==> config.mk <==
export PLATFORM = sky130hd
export DESIGN_NAME = fp32_normalize_round_pack
export DESIGN_NICKNAME = d
export VERILOG_FILES = /design/src/rtl/fp32_normalize_round_pack.sv
export SDC_FILE = /design/constraint.sdc
export NUM_CORES = 1
export LEC_CHECK = 0
export ABC_AREA = 0
export BUFFER_PORTS_ARGS = -buffer_cell sky130_fd_sc_hd__buf_4
export CORE_UTILIZATION = 40
export DETAILED_ROUTE_END_ITERATION = 8
export PLACE_DENSITY = 0.62
export SETUP_SLACK_MARGIN = 0.05
export SYNTH_ARGS = -nofsm -noshare
export SYNTH_HDL_FRONTEND = slang
export SYNTH_SLANG_ARGS = --single-unit
export TNS_END_PERCENT = 20
==> constraint.sdc <==
create_clock -name clk -period 4 [get_ports clk]
set_input_delay 0.8 -clock clk [delete_from_list [all_inputs] [get_ports clk]]
set_output_delay 0.8 -clock clk [all_outputs]
set_load 0.02 [all_outputs]
==> src/rtl/fp32_normalize_round_pack.sv <==
// Final binary32 add/sub stage: classify the raw sum, then normalize, round to
// nearest-even and pack, with overflow saturation and flush-to-zero underflow.
module fp32_normalize_round_pack #(
  parameter bit FTZ_KEEP_SIGN = 1'b1
) (
  input  logic        clk,
  input  logic        rstn,
  input  logic        valid_in,
  input  logic        sign,
  input  logic [7:0]  exponent,
  input  logic [24:0] adder_value,
  output logic        valid_out,
  output logic [31:0] result,
  output logic        overflow,
  output logic        underflow
);

  logic [1:0]  vld_pipe;

  logic        r_s1_sign;
  logic [7:0]  r_s1_exp;
  logic [24:0] r_s1_val;
  logic        r_s1_carry;
  logic        r_s1_zero;
  logic [4:0]  r_s1_lz;

  logic [31:0] r_result;
  logic        r_ovf;
  logic        r_unf;

  logic [4:0]         w_lz;
  logic [24:0]        w_rnd;
  logic [23:0]        w_m;
  logic signed [9:0]  w_e;
  logic [31:0]        w_res;
  logic               w_ovf;
  logic               w_unf;

  // Leading-zero count of the hidden-bit field; highest set bit wins.
  always_comb begin
    w_lz = 5'd0;
    for (int i = 0; i < 24; i++)
      if (adder_value[i]) w_lz = 5'(23 - i);
  end

  always_comb begin
    w_rnd = {1'b0, r_s1_val[24:1]} + {24'b0, r_s1_val[0] & r_s1_val[1]};
    w_m   = r_s1_val[23:0] << r_s1_lz;
    w_e   = $signed({2'b00, r_s1_exp}) - $signed({5'b00000, r_s1_lz});
    if (r_s1_carry) begin
      // Only one bit is dropped, so a set guard is always a tie: round to even.
      if (w_rnd[24]) begin
        w_m = w_rnd[24:1];
        w_e = $signed({2'b00, r_s1_exp}) + 10'sd2;
      end else begin
        w_m = w_rnd[23:0];
        w_e = $signed({2'b00, r_s1_exp}) + 10'sd1;
      end
    end
    w_res = 32'h0;
    w_ovf = 1'b0;
    w_unf = 1'b0;
    if (r_s1_zero) begin
      w_res = 32'h0;
    end else if (w_e >= 10'sd255) begin
      w_res = {r_s1_sign, 8'hFF, 23'h0};
      w_ovf = 1'b1;
    end else if (w_e <= 10'sd0) begin
      w_res = {FTZ_KEEP_SIGN ? r_s1_sign : 1'b0, 31'h0};
      w_unf = 1'b1;
    end else begin
      w_res = {r_s1_sign, w_e[7:0], w_m[22:0]};
    end
  end

  always_ff @(posedge clk or negedge rstn) begin
    if (!rstn) begin
      vld_pipe   <= 2'b00;
      r_s1_sign  <= 1'b0;
      r_s1_exp   <= 8'h0;
      r_s1_val   <= 25'h0;
      r_s1_carry <= 1'b0;
      r_s1_zero  <= 1'b0;
      r_s1_lz    <= 5'd0;
      r_result   <= 32'h0;
      r_ovf      <= 1'b0;
      r_unf      <= 1'b0;
    end else begin
      vld_pipe <= {vld_pipe[0], valid_in};
      if (valid_in) begin
        r_s1_sign  <= sign;
        r_s1_exp   <= exponent;
        r_s1_val   <= adder_value;
        r_s1_carry <= adder_value[24];
        r_s1_zero  <= (adder_value == 25'h0);
        r_s1_lz    <= w_lz;
      end
      if (vld_pipe[0]) begin
        r_result <= w_res;
        r_ovf    <= w_ovf;
        r_unf    <= w_unf;
      end
    end
  end

  assign valid_out = vld_pipe[1];
  assign result    = r_result;
  assign overflow  = r_ovf;
  assign underflow = r_unf;

endmodule

# Word-level counts from Yosys, hierarchy flattened
# Index checks and enable logic that the tools add are counted.
# word_totals
output_inout_bits,35
register_bits,77
# classes
n_reduce_logical,1
order_cmp,2
shifts,1
add_sub_neg,4
muxes,36
bitwise_logic,1
# op_table
operator,n
5-bit 2-to-1 mux,24
31-bit 2-to-1 mux,2
23-bit 2-to-1 mux,2
32-bit 2-to-1 mux,1
24-bit by 1-bit adder with 25-bit output,1
25-bit zero test,1
24-bit by 5-bit left shift with 23-bit output,1
10-bit by 9-bit greater-or-equal comparator with 1-bit output (second input constant),1
10-bit by 1-bit <= comparator with 1-bit output (second input constant),1
10-bit 2-to-1 mux,1
8-bit by 1-bit adder with 9-bit output (second input constant),1
8-bit by 2-bit adder with 9-bit output (second input constant),1
9-bit 2-to-1 mux,1
8-bit by 5-bit subtractor with 9-bit output,1
1-bit 2-to-1 mux,5
1-bit AND,1

# Logic depth before layout (Yosys ltp)
# Gate-level depths: netlist of run 1.
# logic_depth
depth_word,24
mapped_depth,14

# Worst setup path after synthesis of run 1
# OpenSTA, ideal clock, no wires.
# synth_timing
path_type,flip-flop to flip-flop
from,register r_s1_lz[1]
to,register r_result[0] (netlist: result[0])
n_path_buf,2
required_time_ns,3.854
setup_ns,0.146
path_slack_ns,0.499
arrival_ns,3.355
path_stages_with_launch,13
path_cell_list,dfrtp_1 buf_1 inv_1 ha_1 nor2b_1 o21a_1 or3_1 a21oi_1 a31oi_1 or4b_4 nor4b_4 buf_6 o32ai_2
# synth_via
elab_chain_cells,6
elab_cells_between_ends,9
cone_classes,add/sub: 1; order compare: 2; shift: 1; mux: 5
# synth_rtl
item,line_no,source
from (decl),25,logic [4:0] r_s1_lz;
from (signal assigned),96,r_s1_lz <= w_lz;
8-bit by 5-bit subtractor with 9-bit output,49,"w_e = $signed({2'b00, r_s1_exp}) - $signed({5'b00000, r_s1_lz});"
10-bit 2-to-1 mux,50,if (r_s1_carry) begin
10-bit by 1-bit <= comparator with 1-bit output,68,end else if (w_e <= 10'sd0) begin
31-bit 2-to-1 mux,68,
31-bit 2-to-1 mux (*),65,end else if (w_e >= 10'sd255) begin
32-bit 2-to-1 mux (*),63,if (r_s1_zero) begin
to (signal assigned),99,r_result <= w_res;
to (decl),27,logic [31:0] r_result;
# Mark *: on every way between the ends. The rest lies on a longest branch, timed or not.
# A chain may end at the register's enable or synchronous reset.

# Worst setup path in the final report of run 1
# layout_timing
from,register r_s1_val[1]
to,register r_result[15] (netlist: result[15])
# layout_via
elab_chain_cells,8
elab_cells_between_ends,12
cone_classes,add/sub: 1; order compare: 2; shift: 1; mux: 7; bitwise: 1
# layout_rtl
item,line_no,source
from (decl),22,logic [24:0] r_s1_val;
from (signal assigned),93,r_s1_val <= adder_value;
1-bit AND,47,"w_rnd = {1'b0, r_s1_val[24:1]} + {24'b0, r_s1_val[0] & r_s1_val[1]};"
24-bit by 1-bit adder with 25-bit output,47,
9-bit 2-to-1 mux,52,if (w_rnd[24]) begin
10-bit 2-to-1 mux,50,
10-bit by 1-bit <= comparator with 1-bit output,68,
31-bit 2-to-1 mux,68,
31-bit 2-to-1 mux (*),65,
32-bit 2-to-1 mux (*),63,
# Marked as above.

==> results.txt, run 1 <==
----------------------------------------------------
[Clock tree]
  TritonCTS clock tree ... done
  Cts bufs inserted ... 9
  Worst skew pair latency ... 350 ps
  H-Tree Depth ... 3
  Resized cells post-CTS ... 0
  Sink Count ... 76
  Number of post-CTS setup repair buffers ... 0
  Root buffer selected by CTS ... sky130_fd_sc_hd__clkbuf_16
  Clock-pin transition on the worst setup and hold timing paths ... 60 ps
  Total of hold buffers inserted after clock tree synthesis ... 0
  Number of buffers on the longest clock path ... 2

[Global routing]
  First-pass GRT wire length ... 25400 um
  Via count of the first global-routing pass ... 4711
  Final global-route overflow total ... 0
  Total routing usage reported by global routing ... 0.228
  Number of antenna violations at the first check in global routing ... 1
  Largest net degree at the start of global routing ... 77

[Yosys]
  Most repeated cell in the gate-level netlist after synthesis ... sky130_fd_sc_hd__dfrtp_1
  Cell variety after synth ... 70
  Post-synthesis sequential element count ... 76
  Syn Nets ... 639
  Avg Cell Area, Syn ... 9.36 um2
  Number of flops mapped to enable cells by yosys ... 0
  Cells after Synth ... 593
  Syn. warnings ... 0
  Sequential area share after synthesis ... 0.343
  Area of the mapped netlist ... 0.00555 mm2
  Yosys top cell by area ... sky130_fd_sc_hd__dfrtp_1
  Yosys top cell area share ... 0.343
  Top cells by area, synth ... sky130_fd_sc_hd__dfrtp_1 (34%), sky130_fd_sc_hd__mux2_2 (6.7%), sky130_fd_sc_hd__nand2_1 (5.1%)
  Post-synth top flop ... sky130_fd_sc_hd__dfrtp_1
  Share of synthesized flip-flops with an asynchronous set or reset ... 1.00
  Top cells by count, synth ... sky130_fd_sc_hd__dfrtp_1 (76), sky130_fd_sc_hd__nand2_1 (75), sky130_fd_sc_hd__nor2_1 (49)

[Setup path]
  Critical path capture point type ... flop
  Kind of critical path ... flop to flop
  Data arrival time of the critical path ... 3840 ps
  Worst Path Max Fanout ... 24
  Required @ worst endpoint ... 4180 ps
  Kind of start point of the critical path ... flop

[Timing]
  Final setup viols ... 0
  Final number of hold-violating endpoints ... 0
  Post-layout worst setup margin ... 338 ps
  Final worst path period share ... 0.915
  Max transition margin ... 0.350
  Clock skew ... 10.2 ps
  Number of max-slew violations in the final report ... 0
  RSZ-0062 raised after global routing ... false
  Setup TNS after final layout ... 0 ps
  Highest attainable clock frequency ... 0.273 GHz
  Clock period minus final worst setup slack ... 3660 ps
  Slew at the pin with the worst max-slew slack ... 975 ps
  Hold WS ... 486 ps

[Route]
  Number of DRC markers after the initial detailed-route iteration ... 450
  DR pass1 iterations ... 5
  Via count ... 4824
  Count of unresolved DRC violations after routing ... 0
  Routed WL per cell ... 18.6 um
  Wirelength, routed ... 15500 um
  Detail Route Antenna Nets ... 0
  Mean number of vias per cell ... 5.79

[Layout]
  Filler Cell Count ... 1323
  Net count of the finished layout ... 697
  Area added between synthesis and finish ... 17.9%
  Combined flip-flop and latch cell area ... 0.00190 mm2
  Multi-input logic area ... 0.00331 mm2
  Fraction of layout cells with a size suffix above 1 ... 0.256

[Die]
  Starting density of the core ... 0.414
  Row Count ... 42
  Die outline area ... 0.0143 mm2
  Number of top-level pins ... 72
  Die Y ... 120 um
  Die X-Extent ... 120 um
  Area of the core ... 0.0134 mm2

[Place]
  Port buffer count ... 71
  Setup slack at placement ... 418 ps
  Global placement routability congestion ... 0.941
  Dpl hpwl ... 11600 um

[Power]
  Sequential group share of total power ... 0.363
  Switching power total ... 905 uW
  Int Power ... 1.80 mW
  Gate power share ... 0.314
  Power share of the clock group ... 0.323
  Leak Pwr ... 2.77 nW
  Switching power share of the total ... 0.334
  Areal power density over the cells ... 414 mW/mm2
  Worst IR Drop VDD ... 0.164 mV

[Outcome]
  Outcome ... finished, final reports clean

[Run]
  Max Cap Violations ... 0

[Worst hold path]
  Class of the most critical hold timing path ... flop to flop

----------------------------------------------------
layout by cell type, fill, tap and decap left out, types with 4 or more instances in the layout:
master | netlist | routed
sky130_fd_sc_hd__nor3_1 | 5 | 5
sky130_fd_sc_hd__o32ai_2 | 7 | 7
sky130_fd_sc_hd__buf_4 | 4 | 87
sky130_fd_sc_hd__xor2_1 | 12 | 12
sky130_fd_sc_hd__mux2i_1 | 9 | 9
sky130_fd_sc_hd__nand2_1 | 75 | 75
sky130_fd_sc_hd__nand2b_1 | 4 | 4
sky130_fd_sc_hd__mux2_2 | 33 | 33
sky130_fd_sc_hd__nand4_1 | 4 | 4
sky130_fd_sc_hd__mux4_1 | 7 | 7
sky130_fd_sc_hd__nor2_1 | 49 | 49
sky130_fd_sc_hd__o31ai_1 | 4 | 4
sky130_fd_sc_hd__ha_1 | 8 | 8
sky130_fd_sc_hd__o32ai_1 | 11 | 11
sky130_fd_sc_hd__dfrtp_1 | 76 | 76
sky130_fd_sc_hd__o41ai_1 | 4 | 4
sky130_fd_sc_hd__nor2b_1 | 5 | 5
sky130_fd_sc_hd__and3_1 | 12 | 12
sky130_fd_sc_hd__nor4_1 | 4 | 4
sky130_fd_sc_hd__o21ai_0 | 27 | 27
sky130_fd_sc_hd__a21oi_1 | 26 | 26
sky130_fd_sc_hd__inv_1 | 33 | 33
sky130_fd_sc_hd__xnor2_1 | 15 | 15
sky130_fd_sc_hd__o22ai_1 | 13 | 13
sky130_fd_sc_hd__nand3_1 | 26 | 26
sky130_fd_sc_hd__a31oi_1 | 8 | 8
sky130_fd_sc_hd__mux4_2 | 12 | 12
sky130_fd_sc_hd__o2bb2ai_1 | 8 | 8
sky130_fd_sc_hd__clkbuf_16 | 0 | 9
area by class of cell:
class | count | area share
tap | 176 | 0.0337
inverter | 35 | 0.0201
timing repair buffer | 87 | 0.0998
sequential | 76 | 0.291
clock buffer | 10 | 0.0350
multi-input combinational | 442 | 0.507
clock inverter | 6 | 0.0136
antenna | 1 | 0.000383
logic make-up after synthesis:
| group | synth area share |
|---|---|
| and+or+nand+nor | 0.176 |
| xor gates and xnor gates | 0.0426 |
| AOI/OAI and AO/OA | 0.190 |
| DFF | 0.343 |
| muxes | 0.167 |
| buffers and inverters | 0.0600 |
| adders and majority gates | 0.0216 |
critical path, cell delays in order, from the launching register on:
cell	delay, ps
sky130_fd_sc_hd__dfrtp_1	430
sky130_fd_sc_hd__and2_1	180
sky130_fd_sc_hd__ha_1	220
sky130_fd_sc_hd__nand4_2	210
sky130_fd_sc_hd__or3_1	540
sky130_fd_sc_hd__o21ai_4	320
sky130_fd_sc_hd__o211a_1	210
sky130_fd_sc_hd__nor2b_2	170
sky130_fd_sc_hd__or4b_4	480
sky130_fd_sc_hd__nor4b_4	220
sky130_fd_sc_hd__buf_4	350
sky130_fd_sc_hd__o32ai_1	140
power by group through the flow:
| stage | Combinational (mW) | Sequential [mW] | Clock [mW] |
|---|---|---|---|
| 2_1_floorplan | 0.492 | 1.03 | 0 |
| 3_3_place_gp | 0.838 | 0.990 | 0 |
| 3_5_place_dp | 0.845 | 0.995 | 0 |
| 4_1_cts | 0.849 | 0.983 | 0.899 |
| 5_1_grt | 0.921 | 1.00 | 0.931 |
| 6_report | 0.850 | 0.984 | 0.876 |
per-stage QoR:
step | util | power [mW] | cells | instance area (um2)
after floorplan | - | 1.53 | 593 | 5550
after global placement | 0.464 | 1.83 | 816 | 6220
after detailed placement | 0.464 | 1.84 | 816 | 6220
after CTS | 0.488 | 2.73 | 832 | 6540
after global routing | 0.488 | 2.85 | 832 | 6540
final | 0.488 | 2.71 | 833 | 6540
sequential cells by signal (all words and copies together) (netlist names):
name	count
result	32
r_s1_val	25
r_s1_exp	8
r_s1_lz	5
vld_pipe	2
overflow	1
r_s1_sign	1
r_s1_zero	1
underflow	1
final timing paths:
| kind | from | to | slack, ps | cells past startpoint |
|---|---|---|---|---|
| worst min-delay path | result[28]$_DFFE_PN0P_ | result[28]$_DFFE_PN0P_ | 490 | 1 |
| max in group asynchronous | rstn | overflow$_DFFE_PN0P_ | 2760 | 1 |
| worst max register to register | r_s1_val[1]$_DFFE_PN0P_ | result[15]$_DFFE_PN0P_ | 340 | 11 |
| worst max-delay path | r_s1_val[1]$_DFFE_PN0P_ | result[15]$_DFFE_PN0P_ | 340 | 11 |
| min in group asynchronous | rstn | r_s1_val[19]$_DFFE_PN0P_ | 600 | 1 |
| worst min register to register | result[28]$_DFFE_PN0P_ | result[28]$_DFFE_PN0P_ | 490 | 1 |
metal layers:
metal  track usage  wire length (um)  share of wire
met5             0                 0              0
met2         0.333              6800           0.44
met4        0.0891               326          0.021
met3        0.0404               970          0.063
met1         0.332              7390           0.48
Power figures use the tool's default switching activity.
==> run 2: changes to the inputs <==
MAX_ROUTING_LAYER = met4   (was unset)
==> run 2 against run 1 <==
Against the previous run: clock power down 13%; sequential share of layout area increased by 0.23 points; via count increased by 2.1%; clock skew down 3.3 ps; largest cell class unchanged; final area decreased by 0.73%; routed wire length is 0.19% higher; sequential cell count unchanged; combinational power hardly changed.
==> results.txt, run 2 (same netlist as run 1, synthesis figures left out) <==
----------------------------------------------------
[Power]
  Power share of the clock group ... 0.293
  Switching power share of the total ... 0.347
  Areal power density over the cells ... 400 mW/mm2
  Int Power ... 1.70 mW
  Switching power total ... 901 uW
  Gate power share ... 0.328
  Overall Power ... 2.60 mW
  Sequential group share of total power ... 0.380
  Worst IR Drop VDD ... 0.242 mV
  Leak Pwr ... 2.74 nW

[Clock tree]
  Resized cells post-CTS ... 0
  Total of hold buffers inserted after clock tree synthesis ... 0
  Worst skew pair latency ... 340 ps
  H-Tree Depth ... 3
  TritonCTS clock tree ... done
  Root buffer selected by CTS ... sky130_fd_sc_hd__clkbuf_16
  Clock-pin transition on the worst setup and hold timing paths ... 60 ps
  Cts bufs inserted ... 9
  Number of post-CTS setup repair buffers ... 0
  Sink Count ... 76
  Number of buffers on the longest clock path ... 2

[Global routing]
  Via count of the first global-routing pass ... 4844
  Fraction of met2 tracks used by global routing ... 0.349
  Met1 track demand over resource in global routing ... 0.327
  Global routing met3 resource utilization ... 0.0428
  First-pass GRT wire length ... 25600 um
  Total routing usage reported by global routing ... 0.235
  Number of antenna violations at the first check in global routing ... 0
  Most utilized layer in the global route result ... met2
  Largest net degree at the start of global routing ... 77
  Final global-route overflow total ... 0

[Route]
  Detail Route Antenna Nets ... 0
  Mean number of vias per cell ... 5.93
  Count of unresolved DRC violations after routing ... 0
  Number of DRC markers after the initial detailed-route iteration ... 425
  Routed WL per cell ... 18.7 um
  Wirelength, routed ... 15500 um
  DR pass1 iterations ... 5
  Via count ... 4925

[Timing]
  Hold WS ... 496 ps
  Max transition margin ... 0.355
  Final setup viols ... 0
  Number of max-slew violations in the final report ... 0
  Clock period minus final worst setup slack ... 3650 ps
  Setup TNS after final layout ... 0 ps
  Slew at the pin with the worst max-slew slack ... 968 ps
  Highest attainable clock frequency ... 0.274 GHz
  RSZ-0062 raised after global routing ... false
  Final number of hold-violating endpoints ... 0
  Final worst path period share ... 0.914
  Clock skew ... 6.92 ps

[Worst hold path]
  Class of the most critical hold timing path ... flop to flop

[Place]
  Port buffer count ... 71
  Global placement routability congestion ... 0.962
  Dpl hpwl ... 11800 um

[Die]
  Area of the core ... 0.0134 mm2
  Die Y ... 120 um
  Number of top-level pins ... 72
  Starting density of the core ... 0.414
  Row Count ... 42
  Die X-Extent ... 120 um
  Die outline area ... 0.0143 mm2

[Setup path]
  Data arrival time of the critical path ... 3830 ps
  Flop-to-flop setup slack ... 350 ps
  Kind of critical path ... flop to flop
  Required @ worst endpoint ... 4180 ps
  Worst Path Max Fanout ... 24
  Kind of start point of the critical path ... flop
  Critical path capture point type ... flop

[Layout]
  Share of the core filled with cells ... 0.485
  Antenna cell count ... 0
  Area added between synthesis and finish ... 17.0%
  Most common cell after layout, fill and taps aside ... sky130_fd_sc_hd__buf_4
  Flip-flop count of the largest register, all copies and words added ... 32
  Most used cells in the layout excluding fill and tap cells ... sky130_fd_sc_hd__buf_4 (86), sky130_fd_sc_hd__nand2_1 (75), sky130_fd_sc_hd__dfrtp_1 (75)
  Net count of the finished layout ... 696
  Fraction of layout cells with a size suffix above 1 ... 0.256

[Outcome]
  Outcome ... finished, final reports clean

[Run]
  Max Cap Violations ... 0

----------------------------------------------------
[run 2: path summary, 6_finish.rpt]
kind | from | end | cells past startpoint
worst min register to register | result[24]$_DFFE_PN0P_ | result[24]$_DFFE_PN0P_ | 1
min in group asynchronous | rstn | r_s1_val[19]$_DFFE_PN0P_ | 1
max in group asynchronous | rstn | r_s1_lz[2]$_DFFE_PN0P_ | 1
worst max-delay path | r_s1_val[1]$_DFFE_PN0P_ | result[15]$_DFFE_PN0P_ | 11
worst min-delay path | result[24]$_DFFE_PN0P_ | result[24]$_DFFE_PN0P_ | 1
worst max register to register | r_s1_val[1]$_DFFE_PN0P_ | result[15]$_DFFE_PN0P_ | 11
[run 2: stage by stage]
step	worst slack [ps]	instances	area [um2]
after CTS	351	831	6490
final	345	831	6490
after floorplan	499	593	5550
after global placement	548	815	6210
after global routing	135	831	6490
after detailed placement	387	815	6210
[run 2: cell type report]
cell class	instances	area, um2
flip-flops and latches	76	1900
repair buffers	86	646
multi-input cells	442	3310
inverters	35	131
fillers	1260	6910
clock inverters	5	36.3
clock buffers	11	243
well taps	176	220
[run 2: metal layers]
layer  vias to the layer above  share of wire
li1                       2298              -
met1                      2419           0.47
met2                       190           0.45
met3                        18          0.060
met4                         0          0.015
met5                         -              0
[run 2: worst max-delay path, cell delays in order, from the launching register on]
cell and delay, ps:
sky130_fd_sc_hd__dfrtp_1 430, sky130_fd_sc_hd__and2_1 170, sky130_fd_sc_hd__ha_1 220, sky130_fd_sc_hd__nand4_2 210, sky130_fd_sc_hd__or3_1 540, sky130_fd_sc_hd__o21ai_4 310, sky130_fd_sc_hd__o211a_1 210, sky130_fd_sc_hd__nor2b_2 170
sky130_fd_sc_hd__or4b_4 480, sky130_fd_sc_hd__nor4b_4 220, sky130_fd_sc_hd__buf_4 350, sky130_fd_sc_hd__o32ai_1 150
[run 2: power groups by stage]
stage          Sequential, mW  Clock, mW  Combinational [mW]
2_1_floorplan            1.03          0               0.492
3_3_place_gp            0.992          0               0.836
3_5_place_dp            0.999          0               0.843
4_1_cts                 0.986      0.780               0.848
5_1_grt                  1.00      0.812               0.925
6_report                0.986      0.760               0.851
==> run 3: changes to the inputs <==
CAP_MARGIN = 40   (was unset)
CORE_UTILIZATION = 55   (was 40)
PLACE_DENSITY = 0.79   (was 0.62)
==> run 3 against run 2 <==
Against the previous run: maximum frequency grew 0.47%; worst hold slack lost 110 ps; final area shrank 1.8%; largest power group unchanged.
==> results.txt, run 3 (same netlist as run 1, synthesis figures left out) <==
----------------------------------------------------
[Route]
  Routed WL per cell ... 19.0 um
  Mean number of vias per cell ... 6.30
  Number of DRC markers after the initial detailed-route iteration ... 365
  Via count ... 4951
  Count of unresolved DRC violations after routing ... 0
  Detail Route Antenna Nets ... 0
  DR pass1 iterations ... 5
  Wirelength, routed ... 15000 um

[Clock tree]
  Cts bufs inserted ... 9
  Sink Count ... 76
  H-Tree Depth ... 3
  Root buffer selected by CTS ... sky130_fd_sc_hd__clkbuf_8
  Worst skew pair latency ... 370 ps
  Number of buffers on the longest clock path ... 2
  Resized cells post-CTS ... 0
  Total of hold buffers inserted after clock tree synthesis ... 0
  Clock-pin transition on the worst setup and hold timing paths ... 90 ps
  TritonCTS clock tree ... done
  Number of post-CTS setup repair buffers ... 0

[Die]
  Die outline area ... 0.0105 mm2
  Starting density of the core ... 0.568
  Area of the core ... 0.00977 mm2
  Die X-Extent ... 102 um
  Number of top-level pins ... 72
  Die Y ... 102 um
  Row Count ... 36

[Timing]
  Final worst path period share ... 0.909
  Final number of hold-violating endpoints ... 0
  RSZ-0062 raised after global routing ... false
  Post-layout worst setup margin ... 363 ps
  Clock period minus final worst setup slack ... 3640 ps
  Number of max-slew violations in the final report ... 0
  Slew at the pin with the worst max-slew slack ... 873 ps
  Final setup viols ... 0
  Setup TNS after final layout ... 0 ps
  Max transition margin ... 0.418
  Clock skew ... 19.8 ps
  Highest attainable clock frequency ... 0.275 GHz

[Setup path]
  Data arrival time of the critical path ... 3840 ps
  Logic depth of the worst path, buffers included ... 11
  Worst Path Max Fanout ... 24
  Crit path buffers/inverters ... 1
  Family with the most delay on the worst path ... simple AND/OR/NAND/NOR gates
  Depth of the most critical reg-to-reg path ... 11
  Critical path capture point type ... flop
  Master of the slowest instance on the critical path ... sky130_fd_sc_hd__or3_1
  Kind of critical path ... flop to flop
  Required @ worst endpoint ... 4200 ps
  Kind of start point of the critical path ... flop
  Critical-path cell list ... and2_1, ha_1, nand4_2, or3_1, o21ai_4, o211a_1, nor2b_2, or4b_4, nor4b_4, buf_4, o32ai_1
  CP max stage delay ... 530 ps

[Layout]
  Share of the core filled with cells ... 0.653
  Most used cells in the layout excluding fill and tap cells ... sky130_fd_sc_hd__buf_4 (83), sky130_fd_sc_hd__dfrtp_1 (76), sky130_fd_sc_hd__nand2_1 (75)
  Fraction of layout cells with a size suffix above 1 ... 0.254
  Filler Cell Count ... 841
  Area added between synthesis and finish ... 14.9%
  Antenna cell count ... 0
  Flip-flop count of the largest register, all copies and words added ... 32
  Net count of the finished layout ... 694
  Cell Count, Final, Fillers Out ... 786
  Most common cell after layout, fill and taps aside ... sky130_fd_sc_hd__buf_4

[Power]
  Switching power share of the total ... 0.350
  Gate power share ... 0.338
  Switching power total ... 869 uW
  Areal power density over the cells ... 389 mW/mm2
  Worst IR Drop VDD ... 0.191 mV
  Sequential group share of total power ... 0.399
  Power share of the clock group ... 0.263
  Int Power ... 1.61 mW
  Leak Pwr ... 2.72 nW

[Global routing]
  Via count of the first global-routing pass ... 4717
  Final global-route overflow total ... 0
  Number of antenna violations at the first check in global routing ... 0
  Largest net degree at the start of global routing ... 49
  Total routing usage reported by global routing ... 0.316
  First-pass GRT wire length ... 24300 um

[Outcome]
  Outcome ... finished, final reports clean

[Place]
  Dpl hpwl ... 11300 um
  Global placement routability congestion ... 0.985
  Port buffer count ... 71
  Number of placed cells counting well taps ... 770
  Setup slack at placement ... 449 ps

[Run]
  Max Cap Violations ... 0

[Worst hold path]
  Class of the most critical hold timing path ... input pin to asynchronous set/reset pin

----------------------------------------------------
run 3: changes by cell type in the layout (fill, tap and decap cells not counted), moves of 2 or more:
cell and change:
sky130_fd_sc_hd__clkinvlp_4 -2, sky130_fd_sc_hd__clkbuf_8 +12, sky130_fd_sc_hd__clkbuf_16 -9, sky130_fd_sc_hd__buf_4 -3
run 3: power by group through the flow:
stage	registers (mW)	clock network, mW	logic, mW
floorplan	1.03	0	0.492
global placement	0.994	0	0.818
detailed placement	1.00	0	0.831
CTS	0.986	0.661	0.835
global route	1.00	0.688	0.916
finish	0.988	0.653	0.837
run 3: through the flow:
stage | instance area [um2] | power [mW] | hold slack [ps]
2_1_floorplan | 5550 | 1.53 | 443
5_1_grt | 6380 | 2.61 | 410
6_report | 6380 | 2.48 | 382
3_5_place_dp | 6160 | 1.83 | 478
4_1_cts | 6380 | 2.48 | 394
3_3_place_gp | 6140 | 1.81 | 463
run 3: final timing paths:
kind	start	end	slack, ps
worst max register to register	r_s1_val[1]$_DFFE_PN0P_	result[11]$_DFFE_PN0P_	360
worst min register to register	result[21]$_DFFE_PN0P_	result[21]$_DFFE_PN0P_	500
worst max-delay path	r_s1_val[1]$_DFFE_PN0P_	result[11]$_DFFE_PN0P_	360
worst min-delay path	rstn	result[7]$_DFFE_PN0P_	380
max in group asynchronous	rstn	r_s1_lz[4]$_DFFE_PN0P_	3050
min in group clk	result[21]$_DFFE_PN0P_	result[21]$_DFFE_PN0P_	500
run 3: routing by layer:
metal  wire (um)  GRT usage  up-vias
li1            -          -     2304
met1        6740      0.426     2415
met2        7000      0.487      202
met3         826     0.0349       30
met4         385      0.125        0
met5           0          -        -
run 3: area by class of cell:
type,count,area (um2),share of cell area
Tap cell,133,166,0.0261
Timing Repair Buffer,84,643,0.101
Sequential cell,76,1900,0.298
Multi-Input combinational cell,442,3310,0.520
Inverter,35,131,0.0206
Clock inverter,3,42.5,0.00667
Clock buffer,13,179,0.0281
